$ cat config.mk
export PLATFORM = sky130hd
export DESIGN_NAME = m68k_bus_master
export DESIGN_NICKNAME = d
export VERILOG_FILES = /design/src/rtl/m68k_bus_master_pkg.sv /design/src/rtl/bus_timeout.sv /design/src/rtl/m68k_bus_master.sv
export SDC_FILE = /design/constraint.sdc
export NUM_CORES = 1
export LEC_CHECK = 0
export ABC_AREA = 1
export CAP_MARGIN = 5
export CORE_ASPECT_RATIO = 1.2
export CORE_UTILIZATION = 39
export CTS_CLUSTER_SIZE = 40
export DETAILED_ROUTE_END_ITERATION = 12
export GPL_TIMING_DRIVEN = 0
export PLACE_DENSITY = 0.76
export SLEW_MARGIN = 20
export SYNTH_ARGS = -nofsm -noshare
export SYNTH_HDL_FRONTEND = slang
export SYNTH_HIERARCHICAL = 1
export SYNTH_SLANG_ARGS = --single-unit
$ cat constraint.sdc
create_clock -name CLK -period 1.7 [get_ports CLK]
set_input_delay 0.425 -clock CLK [delete_from_list [all_inputs] [get_ports CLK]]
set_output_delay 0.425 -clock CLK [all_outputs]
set_load 0.05 [all_outputs]
$ cat src/rtl/m68k_bus_master_pkg.sv
// Shared definitions for the 68000-style asynchronous bus master: FSM state
// encoding, timeout defaults and the strobe-phase decode used by the top.
package m68k_bus_master_pkg;

  localparam int DEFAULT_TIMEOUT_CYCLES = 64;
  localparam int TMO_CNT_W              = 8;

  typedef logic [2:0] state_t;

  localparam state_t S_IDLE   = 3'd0;
  localparam state_t S_ADDR   = 3'd1;
  localparam state_t S_ASSERT = 3'd2;
  localparam state_t S_WAIT   = 3'd3;
  localparam state_t S_DATA   = 3'd4;
  localparam state_t S_TERM   = 3'd5;

  // Writes hold UDS_n/LDS_n off for one extra cycle so DOUT settles first.
  function automatic logic strobes_on(input state_t s, input logic we);
    return (s == S_WAIT) || (s == S_DATA) || ((s == S_ASSERT) && !we);
  endfunction

endpackage

$ cat src/rtl/bus_timeout.sv
// WAIT-state watchdog: counts cycles while enabled and flags the cycle whose
// increment reaches LIMIT, so the master gives up after exactly LIMIT waits.
module bus_timeout
  import m68k_bus_master_pkg::*;
#(
  parameter int LIMIT = DEFAULT_TIMEOUT_CYCLES
) (
  input  logic clk,
  input  logic rst_n,
  input  logic i_clear,
  input  logic i_enable,
  output logic o_expired
);

  logic [TMO_CNT_W-1:0] r_count;

  // NOTE: sequential state is written with <= only, so every flop samples
  // pre-edge values regardless of statement order.
  always_ff @(posedge clk or negedge rst_n) begin
    if (!rst_n) begin
      r_count <= '0;
    end else if (i_clear) begin
      r_count <= '0;
    end else if (i_enable && (r_count != TMO_CNT_W'(LIMIT))) begin
      r_count <= r_count + 1'b1;
    end
  end

  assign o_expired = i_enable && (r_count == TMO_CNT_W'(LIMIT - 1));

endmodule

$ cat src/rtl/m68k_bus_master.sv
// Single-request 68000 bus master: turns a req/ack handshake into one
// AS_n/UDS_n/LDS_n/DTACK_n bus cycle, with a timeout for missing DTACK_n.
module m68k_bus_master
  import m68k_bus_master_pkg::*;
#(
  parameter int TIMEOUT_CYCLES = DEFAULT_TIMEOUT_CYCLES
) (
  input  logic        CLK,
  input  logic        RESET_n,
  // request side
  input  logic        req,
  output logic        req_ready,
  input  logic        req_we,
  input  logic [22:0] req_addr,   // A23:A1
  input  logic [1:0]  req_be,     // bit1 = upper byte, bit0 = lower byte
  input  logic [15:0] req_wdata,
  output logic        ack,
  output logic        err,
  output logic [15:0] rdata,
  // 68000 bus side
  output logic [22:0] ADDR,
  output logic        AS_n,
  output logic        UDS_n,
  output logic        LDS_n,
  output logic        RW,
  output logic [15:0] DOUT,
  output logic        DOE,
  input  logic [15:0] DIN,
  input  logic        DTACK_n
);

  state_t      r_state;
  logic        r_we;
  logic [1:0]  r_be;
  logic [22:0] r_addr;
  logic [15:0] r_wdata;
  logic [15:0] r_rdata;
  logic        r_ack;
  logic        r_err;

  logic w_start;
  logic w_reject;
  logic w_tmo_en;
  logic w_expired;
  logic w_busy;
  logic w_as;
  logic w_strobe;

  assign w_start  = (r_state == S_IDLE) && req && (req_be != 2'b00);
  assign w_reject = (r_state == S_IDLE) && req && (req_be == 2'b00);
  assign w_tmo_en = (r_state == S_WAIT) && DTACK_n;

  bus_timeout #(
    .LIMIT (TIMEOUT_CYCLES)
  ) u_timeout (
    .clk       (CLK),
    .rst_n     (RESET_n),
    .i_clear   (w_start),
    .i_enable  (w_tmo_en),
    .o_expired (w_expired)
  );

  // NOTE: the latched request and rdata are plain registers, not a memory,
  // so they take the async reset; that is what makes ADDR/DOUT/rdata read 0.
  always_ff @(posedge CLK or negedge RESET_n) begin
    if (!RESET_n) begin
      r_state <= S_IDLE;
      r_we    <= 1'b0;
      r_be    <= 2'b00;
      r_addr  <= '0;
      r_wdata <= '0;
      r_rdata <= '0;
      r_ack   <= 1'b0;
      r_err   <= 1'b0;
    end else begin
      r_ack <= 1'b0;
      r_err <= w_reject;
      case (r_state)
        S_IDLE: begin
          if (w_start) begin
            r_we    <= req_we;
            r_be    <= req_be;
            r_addr  <= req_addr;
            r_wdata <= req_wdata;
            r_state <= S_ADDR;
          end
        end
        S_ADDR:   r_state <= S_ASSERT;
        S_ASSERT: r_state <= S_WAIT;
        S_WAIT: begin
          if (!DTACK_n) begin
            r_state <= S_DATA;
          end else if (w_expired) begin
            r_state <= S_TERM;
            r_err   <= 1'b1;
          end
        end
        S_DATA: begin
          if (!r_we) begin
            r_rdata <= DIN;
          end
          r_ack   <= 1'b1;
          r_state <= S_TERM;
        end
        S_TERM: begin
          // The slave must release DTACK_n before the next cycle may start.
          if (DTACK_n) begin
            r_state <= S_IDLE;
          end
        end
        default: r_state <= S_IDLE;
      endcase
    end
  end

  // Bus controls decode straight from registered state, so reset reaches
  // the pins in the same instant it clears r_state.
  assign w_busy   = (r_state != S_IDLE);
  assign w_as     = (r_state == S_ASSERT) || (r_state == S_WAIT) || (r_state == S_DATA);
  assign w_strobe = strobes_on(r_state, r_we);

  assign req_ready = !w_busy;
  assign AS_n      = !w_as;
  assign UDS_n     = !(w_strobe && r_be[1]);
  assign LDS_n     = !(w_strobe && r_be[0]);
  assign RW        = !(w_busy && r_we);
  assign DOE       = w_busy && r_we;
  assign ADDR      = r_addr;
  assign DOUT      = r_wdata;
  assign rdata     = r_rdata;
  assign ack       = r_ack;
  assign err       = r_err;

endmodule

==> results.cfg, run 1 <==
[clock_network]
cts_tree = done
insertion_delay_ns = 0.33
cts.sinks = 71
htreeDepth = 3
clk_pin_slew_ns = 0.07
cts.path.max_buffers = 2
cts_root_buf = clkbuf_8
cts_buffers = 9

[sta]
hold_ws_ns = 0.469
finalClockSkew_ns = 0.00771
worstMarginPinSlew_ns = 0.514
finalWorstSetupSlack_ns = -0.162
setup_viol = 6
fmax_mhz = 537
rsz0062_at_grt = true
period_share = 1.10
hold_viol = 0
max_slew_margin = 0.658
min_period_ns = 1.86
maxSlewViolCount = 0

[pwr]
p_int_mw = 5.01
clkPwrFrac = 0.148
switching_share = 0.502
irDropWorstVdd_uv = 1560
share_comb_of_total_power = 0.563
p_seq_frac = 0.289
p_per_area_nw_per_um2 = 2050
p_leak_nw = 2.57
p_sw_mw = 5.06

[die]
io_pins = 125
core_um2 = 7660
start_util = 0.403
dieArea_um2 = 8290
die_w_um = 83.3
rows = 35
die_h_um = 99.5

[critical_path]
cp.arrival_ns = 1.44
crit_path_start_kind = register
cp_max_fo = 4
crit_type = reg -> out
reg2reg_slack_ns = 0.09
worst_setup_path_end_kind = primary output
required_ns = 1.27

[detailed_routing]
drt_iter0_drc = 109
vias_per_cell = 4.76
route.detailed.drc = 0
route.met3.wl_um = 495
wl_met2_um = 4140
dr.pass1.iters = 5
top_layer = met4
drtAntennaViolNets = 0
met1_length_um = 3360
wl_per_cell_um = 12.8
drt_wl_total_um = 8100
vias = 3013

[synth]
synthTopCellsByArea = dfrtp_1 57%, nand2_1 24%, nand3_1 5.2%
yosysWarnings = 6
syn-instance-count = 380
ys_seq_area_frac = 0.575
syn_area_um2 = 3090
yosys.area.top_type = dfrtp_1
synth_top_area_frac = 0.575
ys_ff_latch = 71
ys_types = 24
avgSynthCellArea_um2 = 8.13
syn_nets = 444

[finish]
finalNonFillerCells = 633
final_common_cell = nand2_1
syn_to_final_growth_pct = 58.9
diodes = 0
nNetsFinal = 600
drive_gt1_frac = 0.157
layout_common_cells = 192 x nand2_1, 68 x dfrtp_1, 60 x clkdlybuf4s50_1
fin_util = 0.641

[global_route]
grt_max_degree = 57
grt_pass1_vias = 2912
grt_pass1_wl_um = 13500
track_usage = 0.203
grt_antenna_before_repair = 0
grt.overflow.total = 0

[hold_path]
hold_path_class = reg -> reg

[placed_design]
io_buffers = 124
dp.final_hpwl_um = 5610
gp_congestion = 0.844
placed_cells = 597

[status]
status = finished, violations left
violations = setup timing

[job]
maxCapViolCount = 0
power groups by stage:
stage	logic (mW)	registers (mW)	clock network [mW]
floorplan	1.61	5.02	0
global placement	5.57	2.90	0
detailed placement	5.67	2.93	0
CTS	5.54	2.90	1.53
global route	6.04	3.02	1.61
finish	5.67	2.91	1.49
worst max-delay path, stage by stage, from the launching register on:
cell and delay (ns):
dfrtp_2 0.45, inv_4 0.10, nand2_2 0.06, o211ai_1 0.22, nand2_1 0.10, buf_6 0.16
synth_stat cells, drive strengths merged:
library cell,instances
nand2,200
o21ai,8
clkbuf,1
clkinv,1
nor4,1
o211ai,1
xor2,2
nor3b,2
nand3,32
buf,12
a31o,1
ha,2
a21oi,2
inv,24
dfrtp,71
nor3,2
nor2,18
kinds of logic (layout without fill, tap and decap cells):
kind of cell	count (synthesis)	in the layout	share of synthesized area
simple gates	255	255	0.336
flops	71	71	0.575
buf+inv	38	199	0.0538
compound gates	12	12	0.0215
fa+ha+maj	2	2	0.00810
xor+xnor	2	2	0.00567
state kept, by name, summed over array words and instances, names as in the netlist:
signal and flops:
rdata 16, DOUT 16, err 1, ack 1, r_we 1, r_be 2, ADDR 23, u_timeout/r_count 8
r_state 3
stage by stage:
stage	total power [mW]	instance area [um2]	setup slack, ns	setup TNS, ns
6_report	10.1	4910	-0.162	-0.608
5_1_grt	10.7	4910	-0.277	-1.18
4_1_cts	9.97	4790	-0.166	-0.587
3_5_place_dp	8.60	4500	-0.587	-13.52
3_3_place_gp	8.47	4470	-2.19	-166.43
2_1_floorplan	6.63	3120	-0.0945	-0.117
cell type report:
cell class | count | area, um2
sequential | 71 | 1780
timing repair buffer | 146 | 1400
buffer | 12 | 71.3
clock inverter | 5 | 81.3
inverter | 25 | 109
tap | 92 | 115
fill | 674 | 2750
clock buffer | 11 | 141
multi-input combinational | 271 | 1210
timing repair:
| action | CTS | global route |
|---|---|---|
| pin swaps | 6 | 7 |
| setup buffers | 10 | 10 |
| setup endpoints to repair | 75 | 31 |
| hold buffers | 1 | 0 |
| hold endpoints to repair | 15 | 0 |
| resized for setup | 117 | 27 |
path summary, 6_finish.rpt:
path                              end                  from  cells past startpoint
min reg2reg                  rdata[5]              rdata[5]                      2
min                          rdata[5]              rdata[5]                      2
max reg2reg                r_state[0]  u_timeout/r_count[0]                     10
max in group asynchronous    ADDR[15]               RESET_n                      3
max                             UDS_n            r_state[2]                      5
min in group asynchronous   rdata[13]               RESET_n                      2
metal layers:
metal | vias to the layer above | global-route usage
li1 | 1486 | -
met1 | 1412 | 0.244
met2 | 104 | 0.352
met3 | 11 | 0.0506
met4 | 0 | 0.0796
met5 | - | 0
No activity file was read; power rests on OpenSTA's default activity.
==> run 2, diff against run 1 <==
- GPL_TIMING_DRIVEN: 0 -> unset
- TNS_END_PERCENT: unset -> 1
==> results.cfg, run 2 (synthesized netlist as in run 1, its figures left out) <==
[clock_network]
cts_hold_buf = 0
htreeDepth = 3
cts_tree = done
cts.path.max_buffers = 2
insertion_delay_ns = 0.35
cts_buffers = 9
cts_root_buf = clkbuf_8
cts.sinks = 71
clk_pin_slew_ns = 0.07

[critical_path]
cp-startpoint = r_state[2]
reg2reg_slack_ns = 0.08
worst_setup_path_end_kind = primary output
required_ns = 1.27
crit_type = reg -> out
crit_path_start_kind = register
timing.rr.end = u_timeout/r_count[1]
cp_max_fo = 4
reg2reg_from = r_state[0]
cp.arrival_ns = 1.43
r2r_cells = 9

[placed_design]
dp.final_hpwl_um = 5650
gp_congestion = 0.887
dpl-instance-area_um2 = 4510
io_buffers = 124

[finish]
drive_gt1_frac = 0.252
final_common_cell = nand2_1
layout_common_cells = 192 x nand2_1, 81 x buf_4, 69 x dfrtp_1
nNetsFinal = 596
diodes = 0
syn_to_final_growth_pct = 57.8
largest_register_ffs = 23
final_area_um2 = 4880

[detailed_routing]
route.met3.wl_um = 470
wl_met2_um = 3900
drt_iter0_drc = 123
route.detailed.drc = 0
drt_wl_total_um = 7830
vias_per_cell = 4.71
top_layer = met4
dr.pass1.iters = 5
drtAntennaViolNets = 0
vias = 2957
wl_per_cell_um = 12.5
met1_length_um = 3240

[global_route]
grt_max_degree = 72
grt_pass1_wl_um = 13100
track_usage = 0.199
grt.overflow.total = 0
grt_antenna_before_repair = 0
grt_pass1_vias = 2962

[sta]
hold_viol = 0
finalWorstSetupSlack_ns = -0.159
rsz0062_at_grt = true
fmax_mhz = 538
setup_viol = 6
period_share = 1.09
worstMarginPinSlew_ns = 0.380
finalClockSkew_ns = 0.00896
hold_ws_ns = 0.0759
maxSlewViolCount = 0
min_period_ns = 1.86
max_slew_margin = 0.746

[die]
start_util = 0.403
io_pins = 125
die_h_um = 99.5
dieArea_um2 = 8290
rows = 35
die_w_um = 83.3
core_um2 = 7660

[pwr]
p_leak_nw = 2.55
p_seq_frac = 0.278
switching_share = 0.482
p_int_mw = 5.45
p_sw_mw = 5.07
irDropWorstVdd_uv = 1360
p_per_area_nw_per_um2 = 2160
share_comb_of_total_power = 0.571
clkPwrFrac = 0.151

[hold_path]
hold_path_class = in -> async

[status]
violations = setup timing
status = finished, violations left

[job]
maxCapViolCount = 0
==> run 2: area by class of cell <==
cell class	instances	area, um2
fill	637	2790
sequential	71	1780
timing repair buffer	154	1430
multi-input combinational	271	1220
clock buffer	9	124
tap	92	115
clock inverter	6	110
inverter	25	103
==> run 2: worst max-delay path, cell delays in order (launching register included) <==
cell	delay [ns]
dfrtp_1	0.40
inv_2	0.10
nand2_2	0.06
o211ai_1	0.22
nand2_1	0.13
buf_12	0.17
==> run 2: what timing repair did <==
item / CTS / global route
endpoints found under the setup margin: 8 / 9
pin swaps: 5 / 5
hold endpoints to repair: 0 / 0
resized for setup: 11 / 7
setup buffers: 4 / 5
==> run 2: power by group through the flow <==
stage	clock network, mW	logic (mW)	registers (mW)
6_report	1.59	6.00	2.92
5_1_grt	1.71	6.37	3.01
4_1_cts	1.63	5.98	2.92
3_5_place_dp	0	5.82	2.92
3_3_place_gp	0	5.71	2.90
2_1_floorplan	0	1.61	5.02
==> run 2: worst max-delay path by stage <==
stage	end	slack [ns]	cells past startpoint
finish	LDS_n	-0.16	5
global route	LDS_n	-0.23	5
CTS	LDS_n	-0.16	5
detailed placement	ADDR[14]	-0.20	8
global placement	DOUT[12]	-0.14	8
floorplan	RW	-0.09	5
==> run 2: stage by stage <==
stage / util / cells / total power [mW] / TNS, ns / setup slack, ns
6_report: 0.636 / 628 / 10.5 / -0.683 / -0.159
3_5_place_dp: 0.588 / 604 / 8.74 / -7.28 / -0.199
3_3_place_gp: 0.588 / 604 / 8.62 / -4.52 / -0.136
2_1_floorplan: - / 380 / 6.63 / -0.117 / -0.0945
5_1_grt: 0.636 / 628 / 11.1 / -1.25 / -0.234
4_1_cts: 0.628 / 623 / 10.5 / -0.653 / -0.161
==> run 2: metal layers <==
metal,track usage,vias to the layer above
met5,0,-
met4,0.105,0
met3,0.0548,19
met2,0.338,99
met1,0.231,1367
li1,-,1472
==> run 3, diff against run 2 <==
- CORE_ASPECT_RATIO: 1.2 -> 0.75
- CORE_UTILIZATION: 39 -> 65
- DONT_BUFFER_PORTS: unset -> 1
- PLACE_DENSITY: 0.76 -> 0.81
- clock period: 1.7 -> 2.3 ns (I/O delays scaled with it)
==> results.cfg, run 3 (synthesized netlist as in run 1, its figures left out) <==
[critical_path]
cp_max_fo = 5
crit_type = reg -> out
crit_slowest_cell = dfrtp_1
cp.arrival_ns = 1.66
crit_chain = inv_1 -> nand2_1 -> o211ai_1 -> nand2_1
worst_setup_path_end_kind = primary output
crit_path_start_kind = register
critPathMostFrequentCell = nand2_1
critPathMaxStageDelay_ns = 0.43
required_ns = 1.73

[pwr]
switching_share = 0.556
p_int_mw = 2.80
p_per_area_nw_per_um2 = 1850
share_comb_of_total_power = 0.235
irDropWorstVdd_uv = 996
p_seq_frac = 0.605
clkPwrFrac = 0.160
p_sw_mw = 3.50
p_leak_nw = 1.84

[global_route]
grt_max_degree = 72
track_usage = 0.271
grt_pass1_vias = 2118
grt.overflow.total = 0
grt_pass1_wl_um = 9650
grt_antenna_before_repair = 0

[detailed_routing]
wl_per_cell_um = 14.4
vias = 2432
vias_per_cell = 5.40
route.detailed.drc = 0
drt_wl_total_um = 6470
dr.pass1.iters = 4
drtAntennaViolNets = 0
drt_iter0_drc = 194

[finish]
largest_register_ffs = 23
nFillCells = 336
final_common_cell = nand2_1
fin_util = 0.754
drive_gt1_frac = 0.0992
diodes = 0
layout_common_cells = 196 x nand2_1, 71 x dfrtp_1, 32 x nand3_1
syn_to_final_growth_pct = 10.3
nNetsFinal = 452

[die]
core_um2 = 4520
die_h_um = 61.7
io_pins = 125
die_w_um = 81.6
start_util = 0.684
rows = 21
dieArea_um2 = 5040

[sta]
maxSlewViolCount = 0
hold_viol = 0
min_period_ns = 2.24
max_slew_margin = 0.662
hold_ws_ns = 0.103
finalClockSkew_ns = 0.00551
period_share = 0.974
setup_viol = 0
fin_setup_tns_ns = 0
rsz0062_at_grt = true
worstMarginPinSlew_ns = 0.506
fmax_mhz = 446

[clock_network]
post_cts_buffers = 0
cts_root_buf = clkbuf_8
htreeDepth = 3
insertion_delay_ns = 0.35
clk_pin_slew_ns = 0.07
cts.sinks = 71
cts_tree = done
cts.path.max_buffers = 2
cts_buffers = 9

[placed_design]
gp_congestion = 0.889
io_buffers = 0
dp.final_hpwl_um = 4470

[hold_path]
hold_path_class = in -> async

[status]
status = finished, final reports clean

[job]
maxCapViolCount = 0
==> run 3: cell types whose count changed in the layout (fill, tap and decap cells not counted), sizes merged <==
| cell | previous run | this run |
|---|---|---|
| clkdlybuf4s50 | 60 | 0 |
| bufinv | 3 | 1 |
| clkinvlp | 3 | 2 |
| clkbuf | 9 | 10 |
| clkinv | 2 | 3 |
| inv | 23 | 25 |
| buf | 94 | 10 |
==> run 3: worst paths after layout <==
| check | to | from | depth (start not counted) | slack (ns) |
|---|---|---|---|---|
| max | UDS_n | r_state[2] | 4 | 0.06 |
| min | r_state[1] | RESET_n | 1 | 0.10 |
| max reg2reg | r_state[0] | r_state[2] | 12 | 0.46 |
| min reg2reg | r_be[1] | r_be[1] | 2 | 0.52 |
| max in group asynchronous | ADDR[20] | RESET_n | 1 | 1.93 |
| min in group CLK | DOUT[12] | req_wdata[12] | 2 | 0.33 |
==> run 3: what timing repair did <==
item,CTS,global route
setup endpoints to repair,0,2
hold buffers,1,0
gates resized for setup,0,0
endpoints found under the hold margin,71,0
==> run 3: through the flow <==
stage          std cells  worst slack [ns]  power, mW  area (um2)
2_1_floorplan        380            0.0227       4.86        3100
3_3_place_gp         433             0.478       5.20        3180
3_5_place_dp         433             0.437       5.28        3180
4_1_cts              450            0.0536       6.32        3410
5_1_grt              450           -0.0100       6.65        3410
6_report             450            0.0603       6.30        3410
==> run 3: power by group through the flow <==
stage | clock network [mW] | registers (mW) | logic (mW)
detailed placement | 0 | 3.82 | 1.46
floorplan | 0 | 3.70 | 1.15
CTS | 1.02 | 3.81 | 1.49
finish | 1.01 | 3.81 | 1.48
global route | 1.07 | 3.90 | 1.69
global placement | 0 | 3.82 | 1.38
==> run 3: critical path, delay by kind of cell (launching register included) <==
kind                   cells  cell delay, ns
AOI/OAI and AO/OA          1            0.25
buffers and inverters      1            0.18
DFF                        1            0.43
and+or+nand+nor            2            0.45
==> run 3: metal layers <==
metal	GRT usage	wire, um	part of all wire	up-vias
met3	0.140	724	0.11	6
met1	0.327	2570	0.40	1120
met4	0.123	64	0.0099	0
li1	-	-	-	1184
met5	0	0	0	-
met2	0.411	3120	0.48	122
==> run 3: layout make-up <==
class                           count  area, um2  area share
Inverter                           25       96.3      0.0283
Clock buffer                       10        138      0.0404
Sequential cell                    71       1780       0.521
Multi-Input combinational cell    271       1150       0.338
Clock inverter                      6       67.6      0.0198
Tap cell                           57       71.3      0.0209
Timing Repair Buffer               10        108      0.0316
